--- src/rtl/regfile_pkg.sv ---
// Shared definitions for the multicycle datapath register file.
package regfile_pkg;

  localparam int unsigned DW_DEF = 16;
  localparam int unsigned AW_DEF = 3;

  typedef enum logic {
    CLEAR = 1'b0,
    RUN   = 1'b1
  } clr_state_e;

endpackage

--- src/rtl/regfile_mc_if.sv ---
// Datapath-side bus of the register file: write port, two read ports, clear control.
interface regfile_mc_if
  import regfile_pkg::*;
#(
  parameter int unsigned DW = DW_DEF,
  parameter int unsigned AW = AW_DEF
);

  logic          we3;
  logic [AW-1:0] wa3;
  logic [DW-1:0] wd3;
  logic [AW-1:0] ra1;
  logic [AW-1:0] ra2;
  logic [DW-1:0] rd1;
  logic [DW-1:0] rd2;
  logic          clr_req;
  logic          busy;

  modport master (
    output we3, wa3, wd3, ra1, ra2, clr_req,
    input  rd1, rd2, busy
  );

  modport slave (
    input  we3, wa3, wd3, ra1, ra2, clr_req,
    output rd1, rd2, busy
  );

endinterface

--- src/rtl/regfile_clr_fsm.sv ---
// Sequential clear engine: walks every entry once, writing zero, after reset or on request.
module regfile_clr_fsm
  import regfile_pkg::*;
#(
  parameter int unsigned AW = AW_DEF
) (
  input  logic          clk,
  input  logic          rst_n,
  input  logic          clr_req,
  output logic          busy,
  output logic          clr_we,
  output logic [AW-1:0] clr_addr
);

  localparam int unsigned   NREGS = 1 << AW;
  localparam logic [AW-1:0] LAST  = AW'(NREGS - 1);

  clr_state_e    state_q, state_d;
  logic [AW-1:0] ptr_q, ptr_d;
  logic          busy_q, busy_d;

  // State, pointer and busy flag; reset restarts the sweep from entry 0.
  always_ff @(posedge clk) begin
    if (!rst_n) begin
      state_q <= CLEAR;
      ptr_q   <= '0;
      busy_q  <= 1'b1;
    end else begin
      state_q <= state_d;
      ptr_q   <= ptr_d;
      busy_q  <= busy_d;
    end
  end

  // Next state: sweep ends on compare with the last index so AW=1 terminates too.
  always_comb begin
    state_d = state_q;
    ptr_d   = ptr_q;
    busy_d  = busy_q;
    unique case (state_q)
      CLEAR: begin
        ptr_d = ptr_q + AW'(1);
        if (ptr_q == LAST) begin
          state_d = RUN;
          ptr_d   = '0;
          busy_d  = 1'b0;
        end
      end
      RUN: begin
        if (clr_req) begin
          state_d = CLEAR;
          ptr_d   = '0;
          busy_d  = 1'b1;
        end
      end
      default: begin
        state_d = CLEAR;
        ptr_d   = '0;
        busy_d  = 1'b1;
      end
    endcase
  end

  assign busy     = busy_q;
  assign clr_we   = (state_q == CLEAR);
  assign clr_addr = ptr_q;

endmodule

--- src/rtl/regfile_mc.sv ---
// Multi-ported register file: two combinational reads, one clocked write,
// clear engine, optional write-to-read bypass and hardwired-zero entry 0.
module regfile_mc
  import regfile_pkg::*;
#(
  parameter int unsigned DW       = DW_DEF,
  parameter int unsigned AW       = AW_DEF,
  parameter bit          ZERO_REG = 1'b1,
  parameter bit          BYPASS   = 1'b1
) (
  input  logic         clk,
  input  logic         rst_n,
  regfile_mc_if.slave  bus
);

  localparam int unsigned NREGS = 1 << AW;

  logic [DW-1:0] rf [NREGS];

  logic          busy;
  logic          clr_we;
  logic [AW-1:0] clr_addr;

  logic          wr_en_c;
  logic [AW-1:0] wr_addr_c;
  logic [DW-1:0] wr_data_c;
  logic [DW-1:0] rd1_c;
  logic [DW-1:0] rd2_c;

  function automatic logic hardwired(input logic [AW-1:0] a);
    return ZERO_REG && (a == '0);
  endfunction

  function automatic logic [DW-1:0] read_port(
    input logic          busy_i,
    input logic [AW-1:0] ra,
    input logic          we,
    input logic [AW-1:0] wa,
    input logic [DW-1:0] wd,
    input logic [DW-1:0] stored
  );
    if (busy_i || hardwired(ra)) return '0;
    if (BYPASS && we && (wa == ra)) return wd;
    return stored;
  endfunction

  regfile_clr_fsm #(.AW(AW)) u_clr_fsm (
    .clk      (clk),
    .rst_n    (rst_n),
    .clr_req  (bus.clr_req),
    .busy     (busy),
    .clr_we   (clr_we),
    .clr_addr (clr_addr)
  );

  // Write mux: the clear engine owns the port while sweeping; datapath writes are dropped then.
  always_comb begin
    wr_en_c   = 1'b0;
    wr_addr_c = bus.wa3;
    wr_data_c = bus.wd3;
    if (clr_we) begin
      wr_en_c   = 1'b1;
      wr_addr_c = clr_addr;
      wr_data_c = '0;
    end else if (bus.we3 && !hardwired(bus.wa3)) begin
      wr_en_c = 1'b1;
    end
    if (!rst_n) wr_en_c = 1'b0;
  end

  // Storage array; contents are only ever zeroed by the clear engine.
  always_ff @(posedge clk) begin
    if (wr_en_c) rf[wr_addr_c] <= wr_data_c;
  end

  // Read ports: masked while clearing, entry 0 forced to zero, same-cycle write forwarded.
  always_comb begin
    rd1_c = read_port(busy, bus.ra1, bus.we3, bus.wa3, bus.wd3, rf[bus.ra1]);
    rd2_c = read_port(busy, bus.ra2, bus.we3, bus.wa3, bus.wd3, rf[bus.ra2]);
  end

  assign bus.rd1  = rd1_c;
  assign bus.rd2  = rd2_c;
  assign bus.busy = busy;

endmodule
--- src/flat_wrapper.sv ---
// flat-port wrapper written by rule: the top's interface ports become plain ports
module regfile_mc_flat import regfile_pkg::*;
#(
  parameter int unsigned DW       = DW_DEF,
  parameter int unsigned AW       = AW_DEF,
  parameter bit          ZERO_REG = 1'b1,
  parameter bit          BYPASS   = 1'b1
)
  (clk, rst_n, bus_we3, bus_wa3, bus_wd3, bus_ra1, bus_ra2, bus_clr_req, bus_rd1, bus_rd2, bus_busy);
  regfile_mc_if #(.DW(DW), .AW(AW)) bus_i ();
  input  logic clk;
  input  logic rst_n;
  input wire logic [$bits(bus_i.we3)-1:0] bus_we3;
  input wire logic [$bits(bus_i.wa3)-1:0] bus_wa3;
  input wire logic [$bits(bus_i.wd3)-1:0] bus_wd3;
  input wire logic [$bits(bus_i.ra1)-1:0] bus_ra1;
  input wire logic [$bits(bus_i.ra2)-1:0] bus_ra2;
  input wire logic [$bits(bus_i.clr_req)-1:0] bus_clr_req;
  output wire logic [$bits(bus_i.rd1)-1:0] bus_rd1;
  output wire logic [$bits(bus_i.rd2)-1:0] bus_rd2;
  output wire logic [$bits(bus_i.busy)-1:0] bus_busy;
  assign bus_i.we3 = bus_we3;
  assign bus_i.wa3 = bus_wa3;
  assign bus_i.wd3 = bus_wd3;
  assign bus_i.ra1 = bus_ra1;
  assign bus_i.ra2 = bus_ra2;
  assign bus_i.clr_req = bus_clr_req;
  assign bus_rd1 = bus_i.rd1;
  assign bus_rd2 = bus_i.rd2;
  assign bus_busy = bus_i.busy;
  regfile_mc #(.DW(DW), .AW(AW), .ZERO_REG(ZERO_REG), .BYPASS(BYPASS)) u_core (.clk(clk), .rst_n(rst_n), .bus(bus_i));
endmodule
--- config.mk ---
export PLATFORM = sky130hd
export DESIGN_NAME = regfile_mc_flat
export DESIGN_NICKNAME = d
export VERILOG_FILES = /design/src/rtl/regfile_pkg.sv /design/src/rtl/regfile_mc_if.sv /design/src/rtl/regfile_clr_fsm.sv /design/src/rtl/regfile_mc.sv /design/src/flat_wrapper.sv
export SDC_FILE = /design/constraint.sdc
export NUM_CORES = 1
export LEC_CHECK = 0
export ABC_CLOCK_PERIOD_IN_PS = 2300
export CAP_MARGIN = 20
export CELL_PAD_IN_SITES_DETAIL_PLACEMENT = 2
export CELL_PAD_IN_SITES_GLOBAL_PLACEMENT = 2
export CORE_ASPECT_RATIO = 1.25
export CORE_MARGIN = 3
export CORE_UTILIZATION = 42
export DETAILED_ROUTE_END_ITERATION = 16
export GPL_ROUTABILITY_DRIVEN = 0
export PLACE_DENSITY_LB_ADDON = 0.1
export SYNTH_ARGS = -nofsm -noshare
export SYNTH_HDL_FRONTEND = slang
export SYNTH_SLANG_ARGS = --single-unit
export TNS_END_PERCENT = 50
--- constraint.sdc ---
create_clock -name clk -period 2.3 [get_ports clk]
set_input_delay 0.46 -clock clk [delete_from_list [all_inputs] [get_ports clk]]
set_output_delay 0.46 -clock clk [all_outputs]
set_load 0.005 [all_outputs]
==> reports/metrics.yaml, run 1 <==
status: "complete, but fails checks"
violations: "negative setup slack"
multiInputGateArea_um2: 3240
fin_ws_ns: -0.189
yosysWarnings: 0
io_pins: 62
arrival_ns: 2.03
wl_per_cell_um: 38.0
vias: 5488
rsz0062_at_grt: "true"
startpoint_type: "flip-flop"
avgSynthCellArea_um2: 14.5
dpl.hpwl_um: 16400
post-route-util: 0.613
powerDensity_nw_per_um2: 710
gr-total-overflow: 0
io_buffers: 61
grt_antenna_before_repair: 0
synth_nets: 504
crit_fanout: 2
insertion_delay_ns: 0.44
grt_use_met1: 0.425
wl_um: 31800
endpoint_kind: "primary output"
cts_made_buffers: 17
die_h_um: 149
ys_seq_area_frac: 0.576
fp.dieW_um: 120
syn2layout_area_growth_pct: 41.1
antenna_left: 0
ys_ff_latch: 133
finalClockSkew_ns: 0.0135
dp_cells: 777
die_area_um2: 17900
clockBufferDepth: 2
finalInstanceArea_um2: 9660
globalRoute.busiestLayer: "met2"
grt_use_met3: 0.0671
nNetsFinal: 643
synthFlopType: "edfxtp_1"
power_w: 0.00686
start_util: 0.434
vdd_drop_max_v: 0.000550
grt_pass1_vias: 6173
drive_gt1_frac: 0.485
holdBufCountCts: 0
slew_violations: 0
diodes: 0
grt_pass1_wl_um: 45100
ctsHtreeMaxLevel: 4
synth_edf_count: 128
seqCellArea_um2: 3940
maxSlewHeadroom: 0.653
clk_pin_slew_ns: 0.07
tightest_slew_ns: 0.515
postSynth.asyncResetShare: 0
drc: 0
hp-class: "reg -> reg"
synth_cells: 473
fmax_mhz: 402
fin_crit_sh: 1.08
setup_tns_ns: -1.55
met2_usage: 0.632
drt-pass1-iter-count: 5
hold_viol_final: 0
syn_area_um2: 6850
core-area_um2: 15800
grt_max_degree: 20
place_area_um2: 8170
instances_no_fill: 837
final_common_cell: "edfxtp_1"
drv_cap: 0
synth.distinct_cells: 35
core.rowCount: 51
vias_per_cell: 6.56
cts_tree: "built"
leakagePower_nw: 3.38
crit_type: "reg -> out"
period_needed_ns: 2.49
cts.sinks: 133
mostFrequentLayoutCells: "edfxtp_1 (128), buf_4 (65), mux2i_1 (46), nor2_1 (45), buf_2 (34)"
grt_usage: 0.361
setup_viol: 19
drt-initial-drc-count: 496
fillers: 1320
cts_root_buffer: "clkbuf_16"
required_ns: 1.84
## cells by family (layout without fill, tap and decap cells)
| group | after synthesis | in the layout | share of synthesized area |
|---|---|---|---|
| AO/OA/AOI/OAI | 76 | 76 | 0.0764 |
| XOR/XNOR | 6 | 6 | 0.00768 |
| adder cells (fa/ha/maj) | 2 | 2 | 0.00366 |
| buffers and inverters | 44 | 196 | 0.0398 |
| flip-flops | 133 | 133 | 0.576 |
| multiplexers | 96 | 96 | 0.213 |
| AND/OR/NAND/NOR | 116 | 116 | 0.0828 |
## registers in the layout, indices dropped and copies added, names as in the netlist
| signal | cells |
|---|---|
| u_core.rf | 128 |
| u_core.u_clr_fsm.busy | 1 |
| u_core.u_clr_fsm.clr_addr | 3 |
| u_core.u_clr_fsm.state_q | 1 |
## path summary, 6_finish.rpt
path / startpoint / end / slack [ns] / depth (start not counted)
hold reg to reg: u_core.u_clr_fsm.busy / u_core.u_clr_fsm.busy / 0.69 / 2
hold / removal: u_core.u_clr_fsm.busy / u_core.u_clr_fsm.busy / 0.69 / 2
setup / recovery: u_core.rf[7][5] / bus_rd2[5] / -0.19 / 4
setup reg to reg: u_core.u_clr_fsm.state_q / u_core.rf[3][0] / 0.28 / 6
## where the power goes
part	internal, W	switching (W)
Clock	0.00184	0.00126
Combinational	0.000445	0.000525
Sequential	0.00272	0.0000765
## final cells by class
type,instances,share of cell area
Sequential cell,133,0.408
Timing Repair Buffer,160,0.162
Tap cell,212,0.0275
Clock buffer,19,0.0448
Multi-Input combinational cell,296,0.336
Clock inverter,13,0.0201
Inverter,4,0.00155
## through the flow
| stage | setup slack [ns] | hold WS (ns) |
|---|---|---|
| global placement | -0.912 | 0.595 |
| CTS | -0.0472 | 0.650 |
| global route | -0.198 | 0.737 |
| finish | -0.189 | 0.685 |
| floorplan | 0.148 | 0.536 |
| detailed placement | -0.902 | 0.630 |
## timing repair
item	CTS	global route
pin swaps	48	32
endpoints found under the setup margin	32	31
gates resized for setup	285	52
buffers inserted	27	3
gates cloned	2	0
## metal layers
layer  vias to the layer above  routed length, µm
li1                       2167                  -
met1                      2887              12000
met2                       334              16600
met3                       100               1800
met4                         0               1520
met5                         -                  0
## critical path: stages, from the launching register on
cell,delay [ns]
edfxtp_1,0.48
mux4_2,0.57
a211oi_4,0.30
nor3_1,0.09
buf_2,0.14
## cells in the mapped netlist, types with 4 or more instances
cell type | number | area share
dfxtp_1 | 5 | 0.015
a211oi_1 | 32 | 0.035
o22ai_1 | 32 | 0.029
xnor2_1 | 6 | 0.0077
nor2_1 | 46 | 0.025
inv_1 | 4 | 0.0022
buf_4 | 10 | 0.011
clkbuf_1 | 8 | 0.0044
buf_2 | 17 | 0.012
edfxtp_1 | 128 | 0.56
nand2_1 | 7 | 0.0038
mux4_1 | 20 | 0.077
mux2i_1 | 62 | 0.091
and2_1 | 18 | 0.016
mux4_2 | 14 | 0.046
nor3_1 | 32 | 0.023
No activity file was read; power rests on OpenSTA's default activity.
==> inputs of run 2 (changes only) <==
Settings changed: CORE_MARGIN 3 to default.
==> run 2 against run 1 <==
- the flow still finishes with violations (negative setup slack)
- wire length fell by 6.4%
- power is 6.1% lower
- largest power group is now registers
- non-clock buffer count down 8
- clock-buffer cell count shrank 1
- die area decreased by 5.9%
- global-route usage decreased by 0.055 points
- register-to-register slack gained 0.04 ns
- combinational power decreased by 5.9%
- critical path type unchanged
- sequential power hardly changed
==> reports/metrics.yaml, run 2 (synthesized netlist as in run 1, its figures left out) <==
status: "complete, but fails checks"
violations: "negative setup slack"
instances_no_fill: 829  # -0.96%
holdBufCountCts: 0  # unchanged
min_to: "u_core.u_clr_fsm.clr_addr[0]"
final_common_cell: "edfxtp_1"
slew_violations: 0  # unchanged
min_from: "u_core.u_clr_fsm.clr_addr[0]"
drive_gt1_frac: 0.441  # -0.0440
reg2reg_setup_slack_ns: 0.32  # +0.04 ns
vdd_drop_max_v: 0.000585  # +6.4%
ctsHtreeMaxLevel: 4  # unchanged
dp_cells: 778  # +0.13%
cts_tree: "built"
power_w: 0.00644  # -6.1%
post-route-util: 0.595  # -0.0182
grt_usage: 0.360  # -0.000548
largest_reg_flops: 128  # unchanged
syn2layout_area_growth_pct: 37.0
rsz0062_at_grt: "true"
grt_antenna_before_repair: 0  # unchanged
hp-class: "reg -> reg"
reg2reg_depth: 6  # unchanged
insertion_delay_ns: 0.45  # about the same
hold_viol_final: 0  # unchanged
grt_pass1_vias: 5835  # -5.5%
drt-initial-drc-count: 404  # -19%
grt_pass1_wl_um: 40700  # -9.7%
endpoint_kind: "primary output"
nNetsFinal: 635  # -1.2%
die_area_um2: 16800  # -5.9%
die_h_um: 145  # -2.7%
place_area_um2: 8220  # +0.55%
drc: 0  # unchanged
crit_fanout: 2  # unchanged
diodes: 0  # unchanged
io_buffers: 61  # unchanged
arrival_ns: 2.02  # about the same
wl_per_cell_um: 36.0  # -5.5%
cts_root_buffer: "clkbuf_16"
gr-total-overflow: 0  # unchanged
worstReg2RegStart: "u_core.u_clr_fsm.state_q"
regMostFlops: "u_core.rf"
cp.buffers_inverters: 1  # unchanged
dpl.hpwl_um: 16000  # -2.4%
crit_slowest_cell: "mux4_2"
finalInstanceArea_um2: 9380  # -3.0%
fp.dieW_um: 116  # -3.3%
fin_crit_sh: 1.08  # -0.00450
crit_type: "reg -> out"
finalClockSkew_ns: 0.00832  # -0.00514 ns
antenna_left: 0  # unchanged
cts_made_buffers: 17  # unchanged
cts.sinks: 133  # unchanged
mostFrequentLayoutCells: "edfxtp_1 (128), buf_4 (57), mux2i_1 (52), nor2_1 (45), mux4_2 (33)"
vias_per_cell: 6.56  # about the same
max_stage_delay_ns: 0.55  # -0.02 ns
setup_viol: 24  # +5
core.rowCount: 51  # unchanged
wl_um: 29800  # -6.4%
drt-pass1-iter-count: 5  # unchanged
maxSlewHeadroom: 0.653  # about the same
required_ns: 1.84  # about the same
grt_max_degree: 22  # +10%
clockBufferDepth: 2  # unchanged
fillers: 1357  # +2.8%
fin_ws_ns: -0.179  # +0.0104 ns
r2r-end: "u_core.rf[2][12]"
clk_pin_slew_ns: 0.07  # about the same
drv_cap: 0  # unchanged
fmax_mhz: 403  # +0.42%
powerDensity_nw_per_um2: 687  # -3.2%
core-area_um2: 15800  # unchanged
leakagePower_nw: 3.25  # -3.9%
crit_family: "multiplexers"
vias: 5437  # -0.93%
tightest_slew_ns: 0.521  # +0.00551 ns
period_needed_ns: 2.48  # -0.0104 ns
hold_path_depth: 3  # +1
start_util: 0.434  # unchanged
startpoint_type: "flip-flop"
io_pins: 62  # unchanged
crit_chain: "mux4_2 > a211oi_4 > nor3_2 > buf_2"
[run 2: cell count changes in the layout (fill, tap and decap cells not counted), sizes merged]
cell,previous run,this run
bufinv,4,1
inv,9,8
clkbuf,22,25
buf,138,119
clkinvlp,1,4
clkdlybuf4s15,0,6
clkinv,3,5
dlygate4sd2,0,1
[run 2: power by group]
| group | switching [W] | leakage (nW) | internal, W | total (W) |
|---|---|---|---|---|
| registers | 0.0000686 | 1.07 | 0.00272 | 0.00279 |
| logic | 0.000489 | 1.91 | 0.000424 | 0.000913 |
| clock network | 0.00124 | 0.261 | 0.00149 | 0.00274 |
[run 2: area by class of cell]
class | count | area, µm² | area share
Sequential cell | 133 | 3940 | 0.421
Multi-Input combinational cell | 296 | 3060 | 0.327
Timing Repair Buffer | 152 | 1530 | 0.164
Clock buffer | 18 | 429 | 0.0458
Tap cell | 212 | 265 | 0.0283
Clock inverter | 14 | 126 | 0.0135
Inverter | 4 | 15.0 | 0.00160
[run 2: tightest hold or removal path, stage by stage, from the launching register on]
cell and delay, ns:
dfxtp_1 0.36, nand2_1 0.08, nor2_1 0.04, o21a_1 0.17
[run 2: repair_timing]
action,CTS,global route
gates cloned,2,0
pin swaps,60,19
setup buffers,13,6
endpoints found under the setup margin,32,31
resized for setup,248,42
[run 2: routing by layer]
metal  share of wire  global-route usage  vias to the layer above
li1                -                   -                     2149
met1            0.37               0.427                     2854
met2            0.52               0.624                      335
met3           0.063              0.0646                       99
met4           0.044               0.188                        0
met5               0                   0                        -
[run 2: per-stage QoR]
stage	setup slack [ns]	TNS, ns	hold slack, ns
after floorplan	0.148	0	0.536
after global placement	-0.882	-31.44	0.652
after detailed placement	-0.994	-38.45	0.680
after CTS	-0.0504	-0.384	0.692
after global routing	-0.171	-2.32	0.732
final	-0.179	-1.47	0.694
[run 2: worst max-delay path by stage]
stage | startpoint | endpoint | slack, ns | cells past startpoint
2_1_floorplan | bus_wa3[1] | u_core.rf[4][0] | 0.15 | 5
3_3_place_gp | bus_ra1[0] | bus_rd1[10] | -0.88 | 7
3_5_place_dp | bus_ra1[0] | bus_rd1[10] | -0.99 | 7
4_1_cts | u_core.rf[7][4] | bus_rd2[4] | -0.05 | 4
5_1_grt | u_core.rf[4][10] | bus_rd1[10] | -0.17 | 4
6_report | u_core.rf[4][10] | bus_rd2[10] | -0.18 | 4
==> edit (config.mk and constraints of run 2) <==
Make the reset (`rst_n`) asynchronous in one clocked block.
--- a/src/rtl/regfile_clr_fsm.sv
+++ b/src/rtl/regfile_clr_fsm.sv
@@ -20,7 +20,7 @@
   logic          busy_q, busy_d;
 
   // State, pointer and busy flag; reset restarts the sweep from entry 0.
-  always_ff @(posedge clk) begin
+  always_ff @(posedge clk or negedge rst_n) begin
     if (!rst_n) begin
       state_q <= CLEAR;
       ptr_q   <= '0;
Check against the original RTL: differs if rst_n is asserted again (counterexample within 10 cycles, from zero or initial values and one cycle with rst_n low); with rst_n held inactive, the same outputs for 10 cycles.
==> edit against run 2 <==
  * The flow still finishes with violations (negative setup slack)
  * Final area grew 2.7%
  * Setup slack gained 0.023 ns
  * Sequential cell count stayed put
  * Routed wire length is 3.7% higher
  * Core utilization rose by 0.17 points
  * Maximum frequency up 0.96%
  * Area after synthesis grew 0.60%
  * Critical path depth increased by 1
  * Non-clock buffer count increased by 9
Power is not compared: it rests on default switching activity, and its combinational part moved more than twofold at a synthesized area within 25%.
==> edit: results (changes against run 2) <==
number of global-route vias before repair 6028 (+3.3%); Post-Synthesis Cells 469 (-0.85%); routed length per instance 37.0 µm (+2.8%); reg2reg path depth 5 (-1); met1 Use GR 0.432 (+0.00458); largest net degree at the start of global routing 28 (+27%); Nets 640 (+0.79%); Inverters excl. clock 6 (+2); # Post-CTS Setup Buffers 14 (+1); Cell variety after synth 37 (+5.7%); commonest cells in the netlist 128 x edfxtp_1, 62 x mux2i_1, 45 x nor2_1; Worst Slack Setup Final -0.155 ns (+0.0235 ns); dpl ws -0.894 ns (+0.0995 ns); ClkCell Share 0.0632 (+0.00392); Setup Viol. Count Final 24 (unchanged); first-pass GRT wire length 41.9 mm (+2.8%); DR WL met3 1.96 mm (+3.8%); CP peak stage delay 0.48 ns (-0.07 ns); multi-input gates 290 (-2.0%); total negative setup slack -1.80 ns (-0.326 ns); Non-clk bufs 161 (+5.9%); DP HPWL 15.9 mm (-0.35%); # resized after CTS 256 (+3.2%); routed length on met2 16.1 mm (+3.9%); ranking of synthesized cells by area edfxtp_1 56%, mux2i_1 9.0%, mux4_1 6.9%; skew final 0.00801 ns (-0.000302 ns); Cell Area, Placed 8270 µm² (+0.67%); fraction of registers with async set/reset 0.0376 (+0.0376); share of cells above drive strength 1 0.481 (+0.0398); grt met2 use 0.615 (-0.00895); Worst Path Arrival 2.00 ns (-0.02 ns); status complete, but fails checks; violated checks negative setup slack; DR iter-0 viols 498 (+23%); Design Area, Final 9630 µm² (+2.7%); syn nets 500 (-0.79%); gr usage total 0.364 (+0.00394)
[edit: cell types whose count changed after synthesis, moves of 3 or more]
cell / before / now
a211oi_2: 0 / 4
a211oi_1: 32 / 28
dfxtp_1: 5 / 0
buf_6: 2 / 5
clkbuf_1: 8 / 5
dfrtp_1: 0 / 4
[edit: critical path: cells and delay by family (launching register included)]
family	cells	cell delay, ns
DFF	1	0.41
and+or+nand+nor	1	0.11
buffers and inverters	2	0.30
muxes	1	0.48
AOI/OAI and AO/OA	1	0.26
[edit: final timing paths]
check | from | end | slack, ns
max | u_core.rf[7][3]$_DFFE_PP_ | bus_rd1[3] | -0.16
min | rst_n | u_core.u_clr_fsm.clr_addr[0]$_DFFE_PN0P_ | 0.41
max reg2reg | u_core.u_clr_fsm.state_q$_DFF_PN0_ | u_core.rf[4][2]$_DFFE_PP_ | 0.27
min reg2reg | u_core.u_clr_fsm.clr_addr[0]$_DFFE_PN0P_ | u_core.u_clr_fsm.clr_addr[0]$_DFFE_PN0P_ | 0.61
max in group asynchronous | rst_n | u_core.u_clr_fsm.busy$_DFFE_PN1P_ | 1.69
min in group clk | u_core.u_clr_fsm.clr_addr[0]$_DFFE_PN0P_ | u_core.u_clr_fsm.clr_addr[0]$_DFFE_PN0P_ | 0.61
[edit: cells by family (layout without fill, tap and decap cells)]
group / after synthesis / count (layout) / share of synthesized area
buffers and inverters: 46 / 197 / 0.0434
xor gates and xnor gates: 6 / 6 / 0.00763
muxes: 96 / 96 / 0.211
adders and majority gates: 2 / 2 / 0.00363
AOI/OAI and AO/OA: 76 / 76 / 0.0787
DFF: 133 / 133 / 0.576
and+or+nand+nor: 110 / 110 / 0.0790
